### config.mk
export PLATFORM = sky130hd
export DESIGN_NAME = seq_accum_ctrl
export DESIGN_NICKNAME = d
export VERILOG_FILES = /design/src/rtl/seq_accum_pkg.sv /design/src/rtl/accum_unit.sv /design/src/rtl/seq_accum_ctrl.sv
export SDC_FILE = /design/constraint.sdc
export NUM_CORES = 1
export LEC_CHECK = 0
export BUFFER_PORTS_ARGS = -buffer_cell sky130_fd_sc_hd__clkbuf_2
export CORE_ASPECT_RATIO = 0.75
export CORE_MARGIN = 3
export CORE_UTILIZATION = 59
export CTS_BUF_LIST = sky130_fd_sc_hd__clkbuf_4 sky130_fd_sc_hd__clkbuf_8 sky130_fd_sc_hd__clkbuf_16
export CTS_CLUSTER_DIAMETER = 100
export CTS_CLUSTER_SIZE = 40
export DETAILED_ROUTE_END_ITERATION = 10
export PLACE_DENSITY = 0.82
export SYNTH_ARGS = -nofsm -noshare
export SYNTH_HDL_FRONTEND = slang
export SYNTH_SLANG_ARGS = --single-unit
### constraint.sdc
create_clock -name clk -period 2.5 [get_ports clk]
set_input_delay 0.25 -clock clk [delete_from_list [all_inputs] [get_ports clk]]
set_output_delay 0.25 -clock clk [all_outputs]
set_load 0.01 [all_outputs]
### src/rtl/seq_accum_pkg.sv
// Shared types for the memory-scan accumulation controller.
package seq_accum_pkg;

    typedef enum logic [2:0] {
        IDLE,
        RD_ELEM,
        ACC_ELEM,
        WR_SET,
        RD_PART,
        ACC_PART,
        WR_TOTAL,
        DONE
    } state_e;

    localparam logic MODE_SUM = 1'b0;
    localparam logic MODE_MAX = 1'b1;

endpackage

### src/rtl/accum_unit.sv
// Accumulator register: clear, enable, unsigned sum or max, carry-out on sum.
module accum_unit
    import seq_accum_pkg::*;
#(
    parameter int DATA_W = 16
) (
    input  logic              clk,
    input  logic              reset,
    input  logic              clr_i,
    input  logic              en_i,
    input  logic              mode_i,
    input  logic [DATA_W-1:0] data_i,
    output logic [DATA_W-1:0] acc_o,
    output logic              carry_o
);

    logic [DATA_W-1:0] acc_q, acc_d;
    logic [DATA_W:0]   sum;

    assign sum   = {1'b0, acc_q} + {1'b0, data_i};
    assign acc_o = acc_q;

    always_comb begin
        acc_d   = acc_q;
        carry_o = 1'b0;
        if (clr_i) begin
            acc_d = '0;
        end else if (en_i) begin
            if (mode_i == MODE_MAX) begin
                if (data_i > acc_q) acc_d = data_i;
            end else begin
                acc_d   = sum[DATA_W-1:0];
                carry_o = sum[DATA_W];
            end
        end
    end

    always_ff @(posedge clk) begin
        if (reset) acc_q <= '0;
        else       acc_q <= acc_d;
    end

endmodule

### src/rtl/seq_accum_ctrl.sv
// Scans NUM_SETS sets of SET_LEN words, writes per-set results after each
// set, then reduces those results into a grand total at TOTAL_ADDR.
module seq_accum_ctrl
    import seq_accum_pkg::*;
#(
    parameter int DATA_W     = 16,
    parameter int ADDR_W     = 5,
    parameter int NUM_SETS   = 5,
    parameter int SET_LEN    = 4,
    parameter int TOTAL_ADDR = 31
) (
    input  logic              clk,
    input  logic              reset,
    input  logic              start,
    input  logic              mode,
    input  logic [DATA_W-1:0] mem_rdata,
    output logic [ADDR_W-1:0] mem_addr,
    output logic              mem_re,
    output logic              mem_we,
    output logic [DATA_W-1:0] mem_wdata,
    output logic              busy,
    output logic              done,
    output logic              overflow
);

    localparam logic [ADDR_W-1:0] STRIDE    = ADDR_W'(SET_LEN + 1);
    localparam logic [ADDR_W-1:0] RES_OFS   = ADDR_W'(SET_LEN);
    localparam logic [ADDR_W-1:0] LAST_ELEM = ADDR_W'(SET_LEN - 1);
    localparam logic [ADDR_W-1:0] LAST_SET  = ADDR_W'(NUM_SETS - 1);
    localparam logic [ADDR_W-1:0] TOT_ADDR  = ADDR_W'(TOTAL_ADDR);

    state_e            state_q, state_d;
    logic [ADDR_W-1:0] set_q, set_d, elem_q, elem_d, base;
    logic              mode_q, mode_d, ovf_q, ovf_d;
    logic              accept, acc_clr, acc_en, acc_carry;
    logic [DATA_W-1:0] acc;

    assign accept  = (state_q == IDLE) && start;
    assign acc_clr = accept || (state_q == WR_SET);
    assign acc_en  = (state_q == ACC_ELEM) || (state_q == ACC_PART);
    assign base    = set_q * STRIDE;

    accum_unit #(.DATA_W(DATA_W)) u_acc (
        .clk     (clk),
        .reset   (reset),
        .clr_i   (acc_clr),
        .en_i    (acc_en),
        .mode_i  (mode_q),
        .data_i  (mem_rdata),
        .acc_o   (acc),
        .carry_o (acc_carry)
    );

    always_ff @(posedge clk) begin
        if (reset) state_q <= IDLE;
        else       state_q <= state_d;
    end

    always_comb begin
        state_d = state_q;
        unique case (state_q)
            IDLE:     if (start) state_d = RD_ELEM;
            RD_ELEM:  state_d = ACC_ELEM;
            ACC_ELEM: state_d = (elem_q == LAST_ELEM) ? WR_SET : RD_ELEM;
            WR_SET:   state_d = (set_q == LAST_SET) ? RD_PART : RD_ELEM;
            RD_PART:  state_d = ACC_PART;
            ACC_PART: state_d = (set_q == LAST_SET) ? WR_TOTAL : RD_PART;
            WR_TOTAL: state_d = DONE;
            DONE:     state_d = IDLE;
            default:  state_d = IDLE;
        endcase
    end

    // Strobes are masked during reset so an aborted run cannot commit a write.
    always_comb begin
        mem_addr  = '0;
        mem_re    = 1'b0;
        mem_we    = 1'b0;
        mem_wdata = '0;
        if (!reset) begin
            unique case (state_q)
                RD_ELEM: begin
                    mem_addr = base + elem_q;
                    mem_re   = 1'b1;
                end
                WR_SET: begin
                    mem_addr  = base + RES_OFS;
                    mem_we    = 1'b1;
                    mem_wdata = acc;
                end
                RD_PART: begin
                    mem_addr = base + RES_OFS;
                    mem_re   = 1'b1;
                end
                WR_TOTAL: begin
                    mem_addr  = TOT_ADDR;
                    mem_we    = 1'b1;
                    mem_wdata = acc;
                end
                default: ;
            endcase
        end
    end

    assign busy     = (state_q != IDLE) && (state_q != DONE);
    assign done     = (state_q == DONE);
    assign overflow = ovf_q;

    always_comb begin
        set_d  = set_q;
        elem_d = elem_q;
        mode_d = mode_q;
        ovf_d  = ovf_q | acc_carry;
        unique case (state_q)
            IDLE: begin
                if (start) begin
                    set_d  = '0;
                    elem_d = '0;
                    mode_d = mode;
                    ovf_d  = 1'b0;
                end
            end
            ACC_ELEM: if (elem_q != LAST_ELEM) elem_d = elem_q + 1'b1;
            WR_SET: begin
                elem_d = '0;
                set_d  = (set_q == LAST_SET) ? '0 : set_q + 1'b1;
            end
            ACC_PART: if (set_q != LAST_SET) set_d = set_q + 1'b1;
            default: ;
        endcase
    end

    always_ff @(posedge clk) begin
        if (reset) begin
            set_q  <= '0;
            elem_q <= '0;
            mode_q <= 1'b0;
            ovf_q  <= 1'b0;
        end else begin
            set_q  <= set_d;
            elem_q <= elem_d;
            mode_q <= mode_d;
            ovf_q  <= ovf_d;
        end
    end

endmodule

After elaboration in Yosys (flattened, before gate mapping). Cells that the tools add are included.

$add $sub $neg: 5. Multipliers: 1. Div/mod/pow operators: 0. $lt $le $gt $ge: 1. Equality and inequality tests: 16. Shift operators: 0. Muxes and demuxes: 26. Bitwise operators: 1. Reduce and logical (&&, ||, !) cells: 16.

Operator list (number): $mux 16 (4); $pmux 5 s3 (3); $mux 5 (5); $pmux 3 s8 (1); $add 16x16->17 (1); $gt 16x16->1 (1); $eq 3x3->1 const B (4); $add 5x1->5 const B (2); $mux 1 (9); $reduce_bool 3->1 (3); $reduce_or 2->1 (4); $eq 3x2->1 const B (2); $mux 3 (2); $ne 2x1->1 const B (3); $reduce_and 3->1 (2); $add 5x3->5 const B (1); $add 5x5->5 (1); $eq 5x2->1 const B (1); $eq 5x3->1 const B (1); $mul 5x3->5 const B (1); $ne 5x2->1 const B (1); $ne 5x3->1 const B (1); $mux 2 (2); $reduce_and 2->1 (2); other kinds (7) (9).

Flip-flop bits (word level): 31. Bits in latches: 0. Bits in writable memories: 0. Bits in read-only memories: 0. Bits of input ports: 20. Output and inout port bits: 26. Word-level logic and storage cells: 72. Memories kept: 0.

Depth between registers and ports, before layout. Gate-level depths: netlist of the first run.

Depth in word-level cells: 7. Depth in mapped cells: 11. Mapped depth without buffers: 9.

Modules after synthesis. A second synthesis of the first run with hierarchy kept.

Cells, all modules: 442. Area, all modules: 3489.6 µm².

By module, submodules not included: accum_unit (times used 1, cells an instance 274, area each 2135.8 µm², seq. area each 320.3 µm²); seq_accum_ctrl (times used 1, cells an instance 168, area each 1353.8 µm², seq. area each 300.3 µm²).

Worst setup path before layout of the first run. No wires, ideal clock.

Path kind: register to output. Start: register set_q[1]. End: output port mem_addr[4]. Arrival: 2111 ps. Required time: 2250 ps. Setup slack: 139 ps. Stages on the path, launching flop included: 10. Path buffers: 0. Cells stage by stage: dfxtp_1 > ha_1 > ha_1 > ha_1 > a21oi_1 > xnor2_1 > mux2i_1 > xnor2_1 > o22ai_1 > and2_1.

Word-level cells in the longest chain between the ends: 4. Elaborated cells between the ends (all ways): 5. Those cells by class: add/sub (2); mul (1); mux (2).

RTL lines: start, declared (line seq_accum_ctrl.sv:33) `logic [ADDR_W-1:0] set_q, set_d, elem_q, elem_d, base;`; start signal, assigned (line seq_accum_ctrl.sv:140) `set_q <= set_d;`; $mul 5x3->5 * (line seq_accum_ctrl.sv:41) `assign base = set_q * STRIDE;`; $add 5x3->5 or $add 5x5->5 (tied branches) (line seq_accum_ctrl.sv:87, seq_accum_ctrl.sv:92, seq_accum_ctrl.sv:83); $pmux 5 s3 * (line seq_accum_ctrl.sv:81) `unique case (state_q)`; $mux 5 * (line seq_accum_ctrl.sv:80) `if (!reset) begin`; end, declared (line seq_accum_ctrl.sv:17) `output logic [ADDR_W-1:0] mem_addr,`.

Every way passes the cells marked *; elsewhere a longest branch is shown, timed or not.

Worst setup path after layout of the first run.
Start: register set_q[3]. End: output port mem_addr[4].

The elaborated chain is that of the path after synthesis.

==> results of run 1 <==
==> report_power, final <==
part / leakage [nW] / switching (mW) / internal [mW]
logic: 1.40 / 0.280 / 0.191
registers: 0.254 / 0.0223 / 0.510
clock network: 0.0470 / 0.204 / 0.216
==> cells by family (layout without fill, tap and decap cells) <==
| group | after synthesis | count (layout) | synth area share [%] |
|---|---|---|---|
| AND/OR/NAND/NOR | 159 | 159 | 25.0 |
| AO/OA/AOI/OAI | 96 | 96 | 20.8 |
| buffers and inverters | 52 | 109 | 6.48 |
| adder cells (fa/ha/maj) | 46 | 46 | 18.0 |
| flip-flops | 31 | 31 | 18.9 |
| XOR/XNOR | 23 | 23 | 6.13 |
| multiplexers | 15 | 15 | 4.76 |
==> final cells by class <==
type | instances | area [um2] | area share [%]
clock inverter | 1 | 5.00 | 0.127
inverter | 34 | 128 | 3.23
clock buffer | 6 | 82.6 | 2.09
multi-input combinational | 339 | 2610 | 66.1
timing repair buffer | 68 | 402 | 10.2
sequential | 31 | 633 | 16.0
tap | 72 | 90.1 | 2.28
==> worst register-to-register path: stages, from the launching register on <==
cell                       delay (ns)
sky130_fd_sc_hd__dfxtp_1         0.34
sky130_fd_sc_hd__inv_1           0.05
sky130_fd_sc_hd__ha_1            0.30
sky130_fd_sc_hd__nand2b_1        0.19
sky130_fd_sc_hd__a221oi_2        0.33
sky130_fd_sc_hd__o211ai_1        0.24
sky130_fd_sc_hd__a31oi_2         0.31
sky130_fd_sc_hd__nor3_1          0.10
sky130_fd_sc_hd__mux2_4          0.31
sky130_fd_sc_hd__a211oi_2        0.21
==> cell usage in the layout (no fill, tap or decap), drive strengths merged, types with 2 or more instances in the layout <==
master,Yosys,routed
xnor2,11,11
inv,33,33
a21o,6,6
nor3,15,15
mux2i,13,13
or4b,2,2
fa,2,2
o21a,4,4
clkinv,1,2
nand4,9,9
buf,10,25
ha,44,44
nor2b,6,6
a211oi,7,7
o21bai,4,4
nor2,57,57
o32ai,2,2
and2,7,7
o22ai,7,7
a2111oi,3,3
o31ai,2,2
clkbuf,8,49
nand2,20,20
mux2,2,2
a21oi,31,31
nor4,4,4
and3,17,17
a221oi,2,2
o21ai,12,12
dfxtp,31,31
xor2,12,12
a31oi,4,4
nand3,6,6
o211ai,6,6
nand2b,12,12
==> repair_timing <==
item | 4_1_cts | 5_1_grt
endpoints found under the hold margin | 0 | 0
gates resized for setup | 15 | 23
pin swaps | 4 | 9
endpoints found under the setup margin | 2 | 6
setup buffers | 2 | 4
==> per-stage QoR <==
| step | setup TNS (ns) | total power [mW] | util, % | hold WS, ns |
|---|---|---|---|---|
| after floorplan | 0 | 0.841 | - | 0.389 |
| after global placement | 0 | 0.950 | 71.1 | 0.491 |
| after detailed placement | 0 | 0.966 | 71.1 | 0.499 |
| after CTS | -0.0291 | 1.39 | 74.9 | 0.247 |
| after global routing | -0.491 | 1.50 | 77.1 | 0.254 |
| final | -0.103 | 1.42 | 77.1 | 0.251 |
==> state kept, by name, indices dropped and copies added (netlist names) <==
| name | cells |
|---|---|
| state_q | 3 |
| mode_q | 1 |
| set_q | 5 |
| u_acc.acc_o | 16 |
| overflow | 1 |
| elem_q | 5 |
==> layer usage <==
metal	vias up	part of all wire (%)	routed length, um
met2	186	44	4230
met1	1560	44	4220
met5	-	0	0
li1	1604	-	-
met4	0	2.1	200
met3	20	9.6	916
==> how the worst max path moves through the flow <==
stage / end / slack (ns)
final: mem_addr[4] / -0.10
after global routing: mem_addr[4] / -0.17
after global placement: mem_addr[4] / 0.08
after CTS: mem_addr[4] / -0.03
after floorplan: mem_addr[4] / 0.14
after detailed placement: mem_addr[4] / 0.03
==> flow_summary.ini, run 1 <==
[logic_synthesis]
most_common_cell_in_the_synthesized_netlist = sky130_fd_sc_hd__nor2_1
netlist_top_cells_count = sky130_fd_sc_hd__nor2_1 (57), sky130_fd_sc_hd__ha_1 (44), sky130_fd_sc_hd__inv_1 (32)
postSynthNetCount = 488
synth_cells = 422
synth-edff-count = 0
synth_area_per_cell_um2 = 7.78
ys_ff_latch = 31
yosysWarnings = 0
synth_largest_type_area_fraction_pct = 18.9
area_of_the_mapped_netlist_um2 = 3280
synth_top_cells_by_area = sky130_fd_sc_hd__dfxtp_1 (19%), sky130_fd_sc_hd__ha_1 (17%), sky130_fd_sc_hd__nor2_1 (6.5%), sky130_fd_sc_hd__a21oi_1 (4.6%), sky130_fd_sc_hd__mux2i_1 (4.0%)
dominantRegCellSynth = sky130_fd_sc_hd__dfxtp_1
yosys_cell_types = 64
synthArstFlopShare_pct = 0
ys_seq_area_share_pct = 18.9
yosys.area.top_type = sky130_fd_sc_hd__dfxtp_1

[worst_setup_path]
reg2reg_slack_ns = 0.04
critPathMaxFanout = 2
worst_path_max_delay_cell = sky130_fd_sc_hd__dfxtp_4
setup.worst_path.start_class = register
crit_type = reg -> out
worstPathArrival_ns = 2.35
worstPathBufferInverterCount = 1
cp_num_cells = 10
path_cells = ha_4 > ha_4 > ha_4 > a21oi_4 > xnor2_1 > mux2i_1 > xnor2_1 > o22ai_1 > and2_1 > buf_2
cp-end-kind = output pin
regToRegEndpoint = u_acc.acc_o[15]
critical_path.top_delay_family = adder cells
setup.worst_path.start = set_q[3]
required_ns = 2.25
crit_path_max_incr_delay_ns = 0.36
cpMostUsedCell = sky130_fd_sc_hd__ha_4
worst-r2r-cell-count = 9
r2r_start = u_acc.acc_o[1]

[die]
floorplan.die_area_um2 = 6510
core_um2 = 5120
boundaryPins = 46
die_h_um = 70.6
starting_density_of_the_core_pct = 64.1
number_of_placement_rows = 22
die-width_um = 92.2

[hold_path]
timing.hold.worst.class = in -> reg
min_delay_path_depth = 3
worstHoldEndpoint = mode_q
min_from = mode

[sta]
fmax_mhz = 384
unrepaired_setup_endpoints_after_global_routing = yes
hold_viol_final = 0
relSlewSlack_pct = 54.4
setup_ws_ns = -0.103
timing_worst_slew_pin_value_ns = 0.683
finalCriticalPeriod_ns = 2.60
setup_viol_count_final = 1
final.setup_skew_ns = 0.00440
fin_crit_sh_pct = 104
report.final.slew_viol_count = 0

[power_and_ir_drop]
pwr_density_cell_nw_per_um2 = 360
ir_worst_vdd_mv = 0.317
power_leakage_nw = 1.70

[global_route]
gr-usage-met3_pct = 4.68
grtUsageMet2_pct = 43.7
grt_antenna_before_repair = 0
grtUsageMet1_pct = 42.8
overflow = 0
grt_usage_pct = 29.2
grt_pass1_vias = 3191
global_route.peak_usage_layer = met2
grt_max_degree = 29
wire_length_of_the_first_global_routing_pass_um = 15600

[routing]
detail_route.iter0.violations = 401
routed_wire_length_per_instance_um = 17.4
post_drt_via_cell_ratio = 6.12
drt_first_pass_iters = 5
route.final.wire_length_um = 9580
vias = 3370
route.detailed.drc = 0
route.antenna.remaining_nets = 0

[final_layout]
nNetsFinal = 545
final-instance-count-excl-fill = 551
stdcell_area_um2 = 3950
post_route_cells_drive_above_1_share_pct = 26.1
ant_cells = 0
area_overhead_vs_synth_pct = 20.2
num-fill-cells = 367

[clocking]
cts.reportedPaths.clkPinSlew_ns = 0.07
cts_root_buffer_type = sky130_fd_sc_hd__clkbuf_8
cts_max_path_buffers = 2
cts.hold.buffers_added = 0
tritoncts_num_sinks = 31
htree_num_levels = 2
tritoncts = done
clock_latency_ns = 0.29
cts_inserted_buffers = 5

[placed_design]
port_buffers = 45
place_ws_ns = 0.0259
placement.cell_area_um2 = 3640
dp_hpwl_um = 6610
placed_cells_incl_taps = 538
finalWeightedCongestion = 0.899

[status]
violations = negative setup slack
run_status = finished with violations

[flow_run]
maxCapViolations = 0
No activity file was read; power rests on OpenSTA's default activity.
==> run 2: changes to the inputs <==
- PLACE_DENSITY: 0.82 -> unset
- PLACE_DENSITY_LB_ADDON: unset -> 0.05
==> flow_summary.ini, run 2 (synthesis gave the netlist of run 1 again) <==
[status]
run_status = finished with violations
violations = negative setup slack

[hold_path]
timing.hold.worst.class = in -> reg

[clocking]
cts_root_buffer_type = sky130_fd_sc_hd__clkbuf_8
tritoncts = done
cts.hold.buffers_added = 0
cts_inserted_buffers = 5
tritoncts_num_sinks = 31
cts.reportedPaths.clkPinSlew_ns = 0.07
clock_latency_ns = 0.29
htree_num_levels = 2
cts_max_path_buffers = 2

[final_layout]
post_route_cells_drive_above_1_share_pct = 24.2
ant_cells = 0
largest_register_ffs = 16
final-instance-count-excl-fill = 551
nNetsFinal = 544
area_overhead_vs_synth_pct = 19.4
mostFrequentLayoutCells = sky130_fd_sc_hd__nor2_1 (57), sky130_fd_sc_hd__clkbuf_2 (44), sky130_fd_sc_hd__ha_1 (35)
layout.cells.most_common = sky130_fd_sc_hd__nor2_1
stdcell_area_um2 = 3920
layout.core_utilization_pct = 76.6

[power_and_ir_drop]
pwr_density_cell_nw_per_um2 = 388
ir_worst_vdd_mv = 0.290
power_leakage_nw = 1.72

[routing]
route.antenna.remaining_nets = 0
drt_first_pass_iters = 5
detail_route.iter0.violations = 252
post_drt_via_cell_ratio = 5.88
route.final.wire_length_um = 8710
vias = 3238
route.detailed.drc = 0
routed_wire_length_per_instance_um = 15.8

[sta]
unrepaired_setup_endpoints_after_global_routing = yes
hold_ws_ns = 0.241
relSlewSlack_pct = 59.3
setup_ws_ns = -0.0126
finalCriticalPeriod_ns = 2.51
fin_crit_sh_pct = 101
timing_worst_slew_pin_value_ns = 0.610
fmax_mhz = 398
setup_viol_count_final = 1
report.final.slew_viol_count = 0
final.setup_skew_ns = 0.00607
hold_viol_final = 0

[worst_setup_path]
worst_path_max_delay_cell = sky130_fd_sc_hd__dfxtp_4
required_ns = 2.25
setup.worst_path.start = set_q[0]
reg2reg_slack_ns = 0.12
cp-end-kind = output pin
cp_num_cells = 10
crit_path_max_incr_delay_ns = 0.37
critPathMaxFanout = 4
regToRegEndpoint = overflow
worstPathArrival_ns = 2.26
crit_type = reg -> out
critical_path.top_delay_family = adder cells
r2r_start = u_acc.acc_o[4]
timing.critical_path.to = mem_addr[4]
worst-r2r-cell-count = 9
worstPathBufferInverterCount = 1
setup.worst_path.start_class = register
path_cells = ha_4 > ha_4 > a21o_1 > a21oi_2 > xnor2_1 > mux2i_1 > xnor2_1 > o22ai_1 > and2_1 > buf_2

[global_route]
grt_max_degree = 29
overflow = 0
grt_usage_pct = 27.0
wire_length_of_the_first_global_routing_pass_um = 14300
grt_antenna_before_repair = 0
grt_pass1_vias = 2955

[die]
floorplan.die_area_um2 = 6510
die_h_um = 70.6
core_um2 = 5120
number_of_placement_rows = 22
starting_density_of_the_core_pct = 64.1
die-width_um = 92.2
boundaryPins = 46

[placed_design]
placement.cell_area_um2 = 3640
dp_hpwl_um = 6540
place_ws_ns = 0.0316
placed_cells_incl_taps = 538
finalWeightedCongestion = 0.896
port_buffers = 45

[flow_run]
maxCapViolations = 0
-- run 2: cell types whose count changed in the layout (fill, tap and decap cells not counted), sizes merged --
cell / before / now
bufinv: 0 / 1
clkbuf: 49 / 50
buf: 25 / 23
-- run 2: worst min path at each step --
stage / start / to / cells past startpoint
after global placement: u_acc.acc_o[8] / u_acc.acc_o[8] / 2
after CTS: mode / mode_q / 3
final: mode / mode_q / 3
after global routing: mode / mode_q / 3
after floorplan: mode / mode_q / 2
after detailed placement: u_acc.acc_o[8] / u_acc.acc_o[8] / 2
-- run 2: per-layer routing --
| metal | routed length (um) | part of all wire [%] | global-route usage [%] |
|---|---|---|---|
| met5 | 0 | 0 | 0 |
| met4 | 129 | 1.5 | 8.24 |
| met3 | 583 | 6.7 | 3.83 |
| met2 | 3650 | 42 | 38.8 |
| met1 | 4350 | 50 | 41.6 |
-- run 2: through the flow --
stage / setup TNS (ns) / power (mW)
6_report: -0.0126 / 1.52
3_5_place_dp: 0 / 0.968
4_1_cts: -0.0180 / 1.51
2_1_floorplan: 0 / 0.841
5_1_grt: -0.213 / 1.61
3_3_place_gp: 0 / 0.955
-- run 2: power by group --
group / total, mW / leakage, nW / internal, mW / switching, mW
Combinational: 0.455 / 1.40 / 0.189 / 0.266
Sequential: 0.535 / 0.253 / 0.510 / 0.0251
Clock: 0.532 / 0.0612 / 0.323 / 0.210
-- run 2: tightest hold or removal path: stages --
cell and delay, ns:
sky130_fd_sc_hd__clkbuf_2 0.09, sky130_fd_sc_hd__a21oi_1 0.07, sky130_fd_sc_hd__nor2_1 0.08
-- run 2: layout make-up --
cell class	count	area, um2
multi-input combinational	339	2560
fill	382	1200
sequential	31	631
timing repair buffer	67	390
inverter	34	128
tap	72	90.1
clock buffer	6	82.6
clock inverter	2	35.0
-- run 2: timing repair --
item / CTS / global route
hold endpoints to repair: 0 / 0
endpoints found under the setup margin: 2 / 4
pin swaps: 1 / 9
setup buffers: 3 / 2
resized for setup: 15 / 11
==> run 3: changes to the inputs <==
- PLACE_DENSITY: unset -> 0.8
- PLACE_DENSITY_LB_ADDON: 0.05 -> unset
==> flow_summary.ini, run 3 (synthesis gave the netlist of run 1 again) <==
[status]
run_status = finished with violations
violations = negative setup slack

[global_route]
wire_length_of_the_first_global_routing_pass_um = 15100
grt_pass1_vias = 3083
grt_max_degree = 29
grt_antenna_before_repair = 0
grt_usage_pct = 28.4
overflow = 0

[flow_run]
maxCapViolations = 0

[final_layout]
area_overhead_vs_synth_pct = 21.0
layout.cells.most_common = sky130_fd_sc_hd__nor2_1
ant_cells = 0
largest_register_ffs = 16
nNetsFinal = 546
post_route_cells_drive_above_1_share_pct = 25.6
mostFrequentLayoutCells = sky130_fd_sc_hd__nor2_1 (57), sky130_fd_sc_hd__clkbuf_2 (44), sky130_fd_sc_hd__inv_1 (32)
final-instance-count-excl-fill = 552
num-fill-cells = 373

[die]
starting_density_of_the_core_pct = 64.1
core_um2 = 5120
number_of_placement_rows = 22
die-width_um = 92.2
die_h_um = 70.6
floorplan.die_area_um2 = 6510
boundaryPins = 46

[worst_setup_path]
worstPathArrival_ns = 2.27
critPathMaxFanout = 2
required_ns = 2.25
setup.worst_path.start_class = register
cp-end-kind = output pin
crit_type = reg -> out

[clocking]
tritoncts = done
htree_num_levels = 2
cts_max_path_buffers = 2
cts.reportedPaths.clkPinSlew_ns = 0.07
cts.hold.buffers_added = 0
cts_inserted_buffers = 5
cts_root_buffer_type = sky130_fd_sc_hd__clkbuf_8
tritoncts_num_sinks = 31
clock_latency_ns = 0.30

[sta]
setup_viol_count_final = 1
hold_viol_final = 0
relSlewSlack_pct = 57.2
fin_tns_setup_ns = -0.0238
final.setup_skew_ns = 0.00712
fin_crit_sh_pct = 101
report.final.slew_viol_count = 0
fmax_mhz = 396
timing_worst_slew_pin_value_ns = 0.642
setup_ws_ns = -0.0238
unrepaired_setup_endpoints_after_global_routing = yes
finalCriticalPeriod_ns = 2.52

[placed_design]
port_buffers = 45
placed_cells_incl_taps = 538
dp_hpwl_um = 6590
finalWeightedCongestion = 0.927
place_ws_ns = 0.0485

[routing]
vias = 3386
post_drt_via_cell_ratio = 6.13
detail_route.iter0.violations = 339
drt_first_pass_iters = 6
routed_wire_length_per_instance_um = 17.1
route.final.wire_length_um = 9430
route.detailed.drc = 0
route.antenna.remaining_nets = 0

[power_and_ir_drop]
pwr_density_cell_nw_per_um2 = 362
power_leakage_nw = 1.74
ir_worst_vdd_mv = 0.242

[hold_path]
timing.hold.worst.class = in -> reg
[run 3: changes by cell type in the layout (fill, tap and decap cells not counted), sizes merged]
cell    change
bufinv      -1
buf         +2
[run 3: area by class of cell]
| cell class | count | area (um2) | area share (%) |
|---|---|---|---|
| tap | 72 | 90.1 | 2.27 |
| clock inverter | 1 | 5.00 | 0.126 |
| multi-input combinational | 339 | 2630 | 66.2 |
| inverter | 34 | 128 | 3.21 |
| clock buffer | 6 | 82.6 | 2.08 |
| timing repair buffer | 69 | 405 | 10.2 |
| sequential | 31 | 634 | 16.0 |
[run 3: stage by stage]
step	utilization [%]	cell area [um2]	hold WS, ns	power [mW]
2_1_floorplan	-	3280	0.389	0.841
3_3_place_gp	71.1	3640	0.490	0.953
3_5_place_dp	71.1	3640	0.500	0.970
4_1_cts	75.1	3840	0.250	1.40
5_1_grt	77.6	3970	0.258	1.51
6_report	77.6	3970	0.243	1.44
[run 3: power by group]
part | internal [mW] | switching (mW) | total, mW
logic | 0.197 | 0.281 | 0.478
registers | 0.509 | 0.0260 | 0.535
clock network | 0.216 | 0.208 | 0.424
[run 3: metal layers]
layer | vias up | wire [um] | GRT usage, %
met5 | - | 0 | 0
met4 | 0 | 119 | 5.93
met3 | 16 | 790 | 4.78
met2 | 175 | 4150 | 44.5
met1 | 1589 | 4370 | 41.4
li1 | 1606 | - | -
[run 3: critical path: stages (launching register included)]
cell	delay [ns]
sky130_fd_sc_hd__dfxtp_4	0.36
sky130_fd_sc_hd__ha_4	0.25
sky130_fd_sc_hd__ha_4	0.25
sky130_fd_sc_hd__ha_4	0.28
sky130_fd_sc_hd__a21oi_2	0.05
sky130_fd_sc_hd__xnor2_1	0.12
sky130_fd_sc_hd__mux2i_1	0.16
sky130_fd_sc_hd__xnor2_1	0.14
sky130_fd_sc_hd__o22ai_1	0.09
sky130_fd_sc_hd__and2_1	0.15
sky130_fd_sc_hd__buf_2	0.13
[run 3: worst paths after layout]
path                    from         endpoint  slack (ns)  cells past startpoint
max                 set_q[3]      mem_addr[4]       -0.02                     10
min                     mode           mode_q        0.24                      3
max reg2reg   u_acc.acc_o[4]         overflow        0.08                      9
min reg2reg  u_acc.acc_o[11]  u_acc.acc_o[11]        0.51                      2
[run 3: timing repair]
item / 4_1_cts / 5_1_grt
buffers inserted: 3 / 4
resized for setup: 15 / 21
pin swaps: 1 / 9
endpoints found under the setup margin: 2 / 11
gates cloned: 0 / 0
